`src/rtl/inv_mask_pkg.sv`:
```
// Shared types and helpers for the selective-inversion scheduler.
package inv_mask_pkg;

  typedef enum logic [1:0] {
    PASS = 2'b00,
    EVEN = 2'b01,
    ALL  = 2'b10,
    WALK = 2'b11
  } mode_t;

  typedef enum logic [1:0] {
    IDLE  = 2'b00,
    RUN   = 2'b01,
    DRAIN = 2'b10
  } state_t;

  localparam int MaxWidth = 64;

  // Widest even-bit pattern; callers slice off the low n bits they need.
  function automatic logic [MaxWidth-1:0] even_mask(input int n);
    logic [MaxWidth-1:0] m;
    m = '0;
    for (int i = 0; i < MaxWidth; i++) begin
      if (i < n && (i % 2) == 0) m[i] = 1'b1;
    end
    return m;
  endfunction

endpackage

```
`src/rtl/mask_inv.sv`:
```
// Pure combinational inverter slice: each output bit is x flipped where m is set.
module mask_inv #(
  parameter int N = 4
) (
  input  logic [N-1:0] x,
  input  logic [N-1:0] m,
  output logic [N-1:0] y
);

  for (genvar i = 0; i < N; i++) begin : g_bit
    assign y[i] = x[i] ^ m[i];
  end

endmodule

```
`src/rtl/inv_mask_scheduler.sv`:
```
// Burst scheduler driving mask_inv with a mode-generated mask over valid/ready links.
// Optional registered PARITY output when INV_MASK_SCHEDULER_PARITY_EN is defined.
module inv_mask_scheduler
  import inv_mask_pkg::*;
#(
  parameter int N  = 4,
  parameter int CW = 8
) (
  input  logic          clk,
  input  logic          reset,
  input  logic          start,
  input  logic [1:0]    mode,
  input  logic [CW-1:0] count,
  input  logic          in_valid,
  output logic          in_ready,
  input  logic [N-1:0]  x,
  output logic          out_valid,
  input  logic          out_ready,
  output logic [N-1:0]  y,
  output logic [N-1:0]  mask,
  output logic          busy,
  output logic          done
`ifdef INV_MASK_SCHEDULER_PARITY_EN
  ,
  output logic          parity
`endif
);

  localparam logic [MaxWidth-1:0] EvenFull = even_mask(N);
  localparam logic [N-1:0]        EvenMask = EvenFull[N-1:0];
  localparam logic [N-1:0]        WalkSeed = {{(N-1){1'b0}}, 1'b1};

  state_t        state, next_state;
  mode_t         mode_q;
  logic [CW-1:0] remaining;
  logic          accept_start, xfer, consume;
  logic [N-1:0]  start_mask, inv_word;

  mask_inv #(.N(N)) u_inv (
    .x (x),
    .m (mask),
    .y (inv_word)
  );

  always_comb begin
    start_mask = '0;
    case (mode_t'(mode))
      PASS:    start_mask = '0;
      EVEN:    start_mask = EvenMask;
      ALL:     start_mask = '1;
      WALK:    start_mask = WalkSeed;
      default: start_mask = '0;
    endcase
  end

  always_ff @(posedge clk or posedge reset) begin
    if (reset) state <= IDLE;
    else       state <= next_state;
  end

  always_comb begin
    next_state   = state;
    in_ready     = 1'b0;
    accept_start = 1'b0;
    xfer         = 1'b0;
    consume      = out_valid && out_ready;
    case (state)
      IDLE: begin
        if (start) begin
          accept_start = 1'b1;
          if (count != '0) next_state = RUN;
        end
      end
      RUN: begin
        in_ready = !out_valid || out_ready;
        xfer     = in_valid && in_ready;
        if (xfer && remaining == CW'(1)) next_state = DRAIN;
      end
      DRAIN: begin
        if (consume) next_state = IDLE;
      end
      default: next_state = IDLE;
    endcase
  end

  assign busy = (state != IDLE);

  // A zero-length burst still reports completion, one cycle after START.
  always_ff @(posedge clk or posedge reset) begin
    if (reset) begin
      mode_q    <= PASS;
      remaining <= '0;
      mask      <= '0;
      y         <= '0;
      out_valid <= 1'b0;
      done      <= 1'b0;
`ifdef INV_MASK_SCHEDULER_PARITY_EN
      parity    <= 1'b0;
`endif
    end else begin
      done <= 1'b0;
      if (accept_start) begin
        mode_q    <= mode_t'(mode);
        remaining <= count;
        mask      <= start_mask;
        if (count == '0) done <= 1'b1;
      end
      if (xfer) begin
        y         <= inv_word;
        out_valid <= 1'b1;
        remaining <= remaining - CW'(1);
`ifdef INV_MASK_SCHEDULER_PARITY_EN
        parity    <= ^inv_word;
`endif
        if (mode_q == WALK) mask <= {mask[N-2:0], mask[N-1]};
      end else if (consume) begin
        out_valid <= 1'b0;
      end
      if (state == DRAIN && consume) done <= 1'b1;
    end
  end

endmodule

```
`config.mk`:
```
export PLATFORM = sky130hd
export DESIGN_NAME = inv_mask_scheduler
export DESIGN_NICKNAME = d
export VERILOG_FILES = /design/src/rtl/inv_mask_pkg.sv /design/src/rtl/mask_inv.sv /design/src/rtl/inv_mask_scheduler.sv
export SDC_FILE = /design/constraint.sdc
export NUM_CORES = 1
export LEC_CHECK = 0
export BUFFER_PORTS_ARGS = -buffer_cell sky130_fd_sc_hd__buf_2
export CAP_MARGIN = 20
export CORE_AREA = 2 2 53 55
export DETAILED_ROUTE_END_ITERATION = 16
export DIE_AREA = 0 0 55 57
export PLACE_DENSITY = 0.75
export SYNTH_ARGS = -nofsm -noshare
export SYNTH_HDL_FRONTEND = slang
export SYNTH_HIERARCHICAL = 1
export SYNTH_SLANG_ARGS = --single-unit
export TNS_END_PERCENT = 20
```
`constraint.sdc`:
```
create_clock -name clk -period 2.32 [get_ports clk]
set_input_delay 0.696 -clock clk [delete_from_list [all_inputs] [get_ports clk]]
set_output_delay 0.696 -clock clk [all_outputs]
set_load 0.05 [all_outputs]
```
==> key figures <==
Finish
  • Antenna diodes: 0
  • Fill count: 241
  • Share of cells above drive strength 1: 0.3000
  • Post-Layout Cell Count: 191
  • Finished Cell Area: 1458 sq um
  • Finished Core Util: 0.5574
  • Synthesis-to-layout area growth: 17.09%
  • Nets: 184

Logic synthesis
  • Compound-Gate Fraction of Synth Area: 0.1749
  • Post-synth net total: 151
  • Synth Area in Adders: 0.04020
  • Post-synth ARST share: 1.000
  • Synth Area in Simple Gates: 0.2673
  • Xor and xnor area share after synthesis: 0.02814
  • Post-Syn Instances: 128
  • Main combinational cell family by area after synthesis: simple AND/OR/NAND/NOR gates
  • Yosys warning count: 6
  • Mux cell area share after synthesis: 0
  • Yosys reg bits: 22
  • Post-Synthesis Cell Area: 1245 sq um
  • Syn avg cell area: 9.726 sq um
  • Synth Flop Type: dfrtp_1
  • Seq/Total Area, Yosys: 0.4422
  • Post-synth EDFFs: 0
  • Netlist cell types: 41

Route
  • Iteration-0 DRC Markers: 20
  • Wirelength, routed: 2554 um
  • DR pass1 iterations: 4
  • Residual DRC: 0
  • Vias/cell: 5.565
  • Routed len/inst: 13.37 um
  • Total number of vias: 1063
  • Routed Antenna Nets: 0

Job
  • MaxCap Viol Count: 0

Setup path
  • Critical Path Start: state[1]
  • FF-to-FF path depth: 4
  • Setup crit end kind: output pin
  • Crit path kind: reg -> out
  • Startpoint types: flip-flop
  • Crit path DAT: 1.51 ns
  • Reg2reg setup slack: 0.68 ns
  • R2r endpoint: state[0]
  • R2R Path Start: remaining[2]
  • Crit path to: in_ready
  • Required @ worst endpoint: 1.62 ns
  • CP max FO: 8

STA
  • Slew @ Worst Pin: 0.5123 ns
  • Final period utilization: 0.9507
  • Final Hold Fails: 0
  • Post-route minimum period: 2.206 ns
  • Clk_skew: 0.003013 ns
  • Setup Viol. Count Final: 0
  • Count of pins over their slew limit: 0
  • Fmax: 0.4534 GHz
  • RSZ-0062 raised after global routing: false
  • Slew headroom: 0.6585
  • Setup TNS: 0 ns

Clock tree
  • Worst skew pair latency: 0.30 ns
  • # resized after CTS: 0
  • H-tree Lvls: 1
  • Root buf cell: clkbuf_4
  • Hold buffers post-CTS: 0
  • Max Root-Sink Buffers: 2
  • CTS tree: done
  • Clock Pin Slew Worst Setup and Hold Paths: 0.12 ns
  • Number of CTS-inserted buffers: 3
  • Postcts setup bufs: 0
  • Clock sinks: 22

Pwr
  • Clk pwr share: 0.106
  • Leakage power: 0.6805 nW
  • Switching share of power: 0.4971
  • Max IR drop VDD: 1.104 mV
  • P_sw: 0.0009754 W
  • Tot Pwr: 0.001962 W
  • Pint: 0.0009868 W
  • Combinational share of power: 0.526
  • PD cells: 1346 nW/um^2
  • Flop pwr share: 0.368

Place
  • Cell total after placement: 187
  • Dpl hpwl: 1936 um
  • Placed Instance Area: 1420 sq um
  • Routability congestion estimate from global placement: 0.7851
  • Port Buf Inserts: 30

Global route
  • Initial antenna violation count: 0
  • Grt total ovfl: 0
  • GRT Overall Usage: 0.1842
  • Pin count of the biggest net entering global routing: 23
  • First-pass GRT wire length: 4284 um
  • Vias in the first global route: 1003

Floorplan
  • Starting Density: 0.4761
  • Total core area: 2615 sq um
  • Die area: 3135 sq um
  • FP Rows: 19
  • Die Wd: 55 um
  • Ports: 31
  • Die Span Y: 57 um

Min path
  • HP Class: in -> async

Outcome
  • Outcome: finished clean
power by group through the flow:
stage | Clock [W] | Combinational (W) | Sequential, W
floorplan | 0 | 0.000581 | 0.000961
global placement | 0 | 0.00101 | 0.000719
detailed placement | 0 | 0.00103 | 0.000732
CTS | 0.000216 | 0.00104 | 0.000722
global route | 0.000230 | 0.00112 | 0.000754
finish | 0.000209 | 0.00103 | 0.000722
state kept, by name (all words and copies together) (netlist names):
name       count
out_valid      1
mask           4
state          2
y              4
remaining      8
done           1
mode_q         2
cells by family after synthesis:
kind of cell,Yosys count
adders and majority gates,4
and+or+nand+nor,60
xor gates and xnor gates,4
AOI/OAI and AO/OA,27
DFF,22
buffers and inverters,11
layout by cell type (no fill, tap or decap), drive strengths merged, types with 2 or more instances in the layout:
cell,Yosys,routed
o21ai,2,2
nand4,2,2
o21a,2,2
nand3,5,5
nand2,21,21
inv,6,6
nand3b,2,2
a31oi,2,2
a311oi,2,2
a221o,3,3
clkbuf,1,4
xor2,4,4
dfrtp,22,22
nor3,3,3
ha,4,4
o211ai,3,3
or4,3,3
a21oi,7,7
and2,3,3
nor3b,2,2
nor2,11,11
buf,4,33
Yosys cell counts, types with 2 or more instances:
cell      instances  area, sq um
dfrtp_1          22        550.5
a221o_1           3        30.03
a21oi_1           7        35.03
or4_1             3        22.52
ha_1              4        50.05
xor2_1            4        35.03
o21ai_1           2        10.01
buf_2             2        10.01
buf_6             2        22.52
nor3_1            3        15.01
nand2_1          21        78.83
o21a_1            2        15.01
nand4_1           2        12.51
o211ai_1          3        22.52
nor2_1           11        41.29
and2_1            3        18.77
nand3b_1          2        15.01
nand3_1           4        20.02
inv_1             6        22.52
per-layer routing:
metal,routed length (um),up-vias,GRT usage
li1,-,521,-
met1,1165,517,0.2414
met2,1262,21,0.3027
met3,94,4,0.02356
met4,31,0,0.07317
met5,0,-,0
worst max-delay path, cell delays in order (launching register included):
cell and delay, ns:
dfrtp_1 0.48, and2b_2 0.33, and2_1 0.14, buf_2 0.25
cell type report:
| cell class | count | area (sq um) | share of cell area |
|---|---|---|---|
| tap | 31 | 38.79 | 0.02661 |
| timing repair buffer | 33 | 172.7 | 0.1185 |
| sequential | 22 | 550.5 | 0.3777 |
| clock buffer | 4 | 36.28 | 0.02489 |
| inverter | 6 | 22.52 | 0.01545 |
| multi-input combinational | 95 | 636.9 | 0.4369 |
stage by stage:
step           setup slack [ns]  hold slack [ns]
5_1_grt                 0.03805           0.4259
3_3_place_gp             0.3314           0.4540
6_report                 0.1143           0.3999
3_5_place_dp             0.3290           0.4620
4_1_cts                 0.03068           0.4038
2_1_floorplan            0.2370           0.4474
how the worst min path moves through the flow:
stage	start	endpoint	slack, ns
2_1_floorplan	mode_q[1]	mode_q[1]	0.45
5_1_grt	reset	out_valid	0.43
6_report	reset	out_valid	0.40
3_5_place_dp	y[3]	y[3]	0.46
4_1_cts	reset	out_valid	0.40
3_3_place_gp	y[0]	y[0]	0.45
Power figures use the tool's default switching activity.
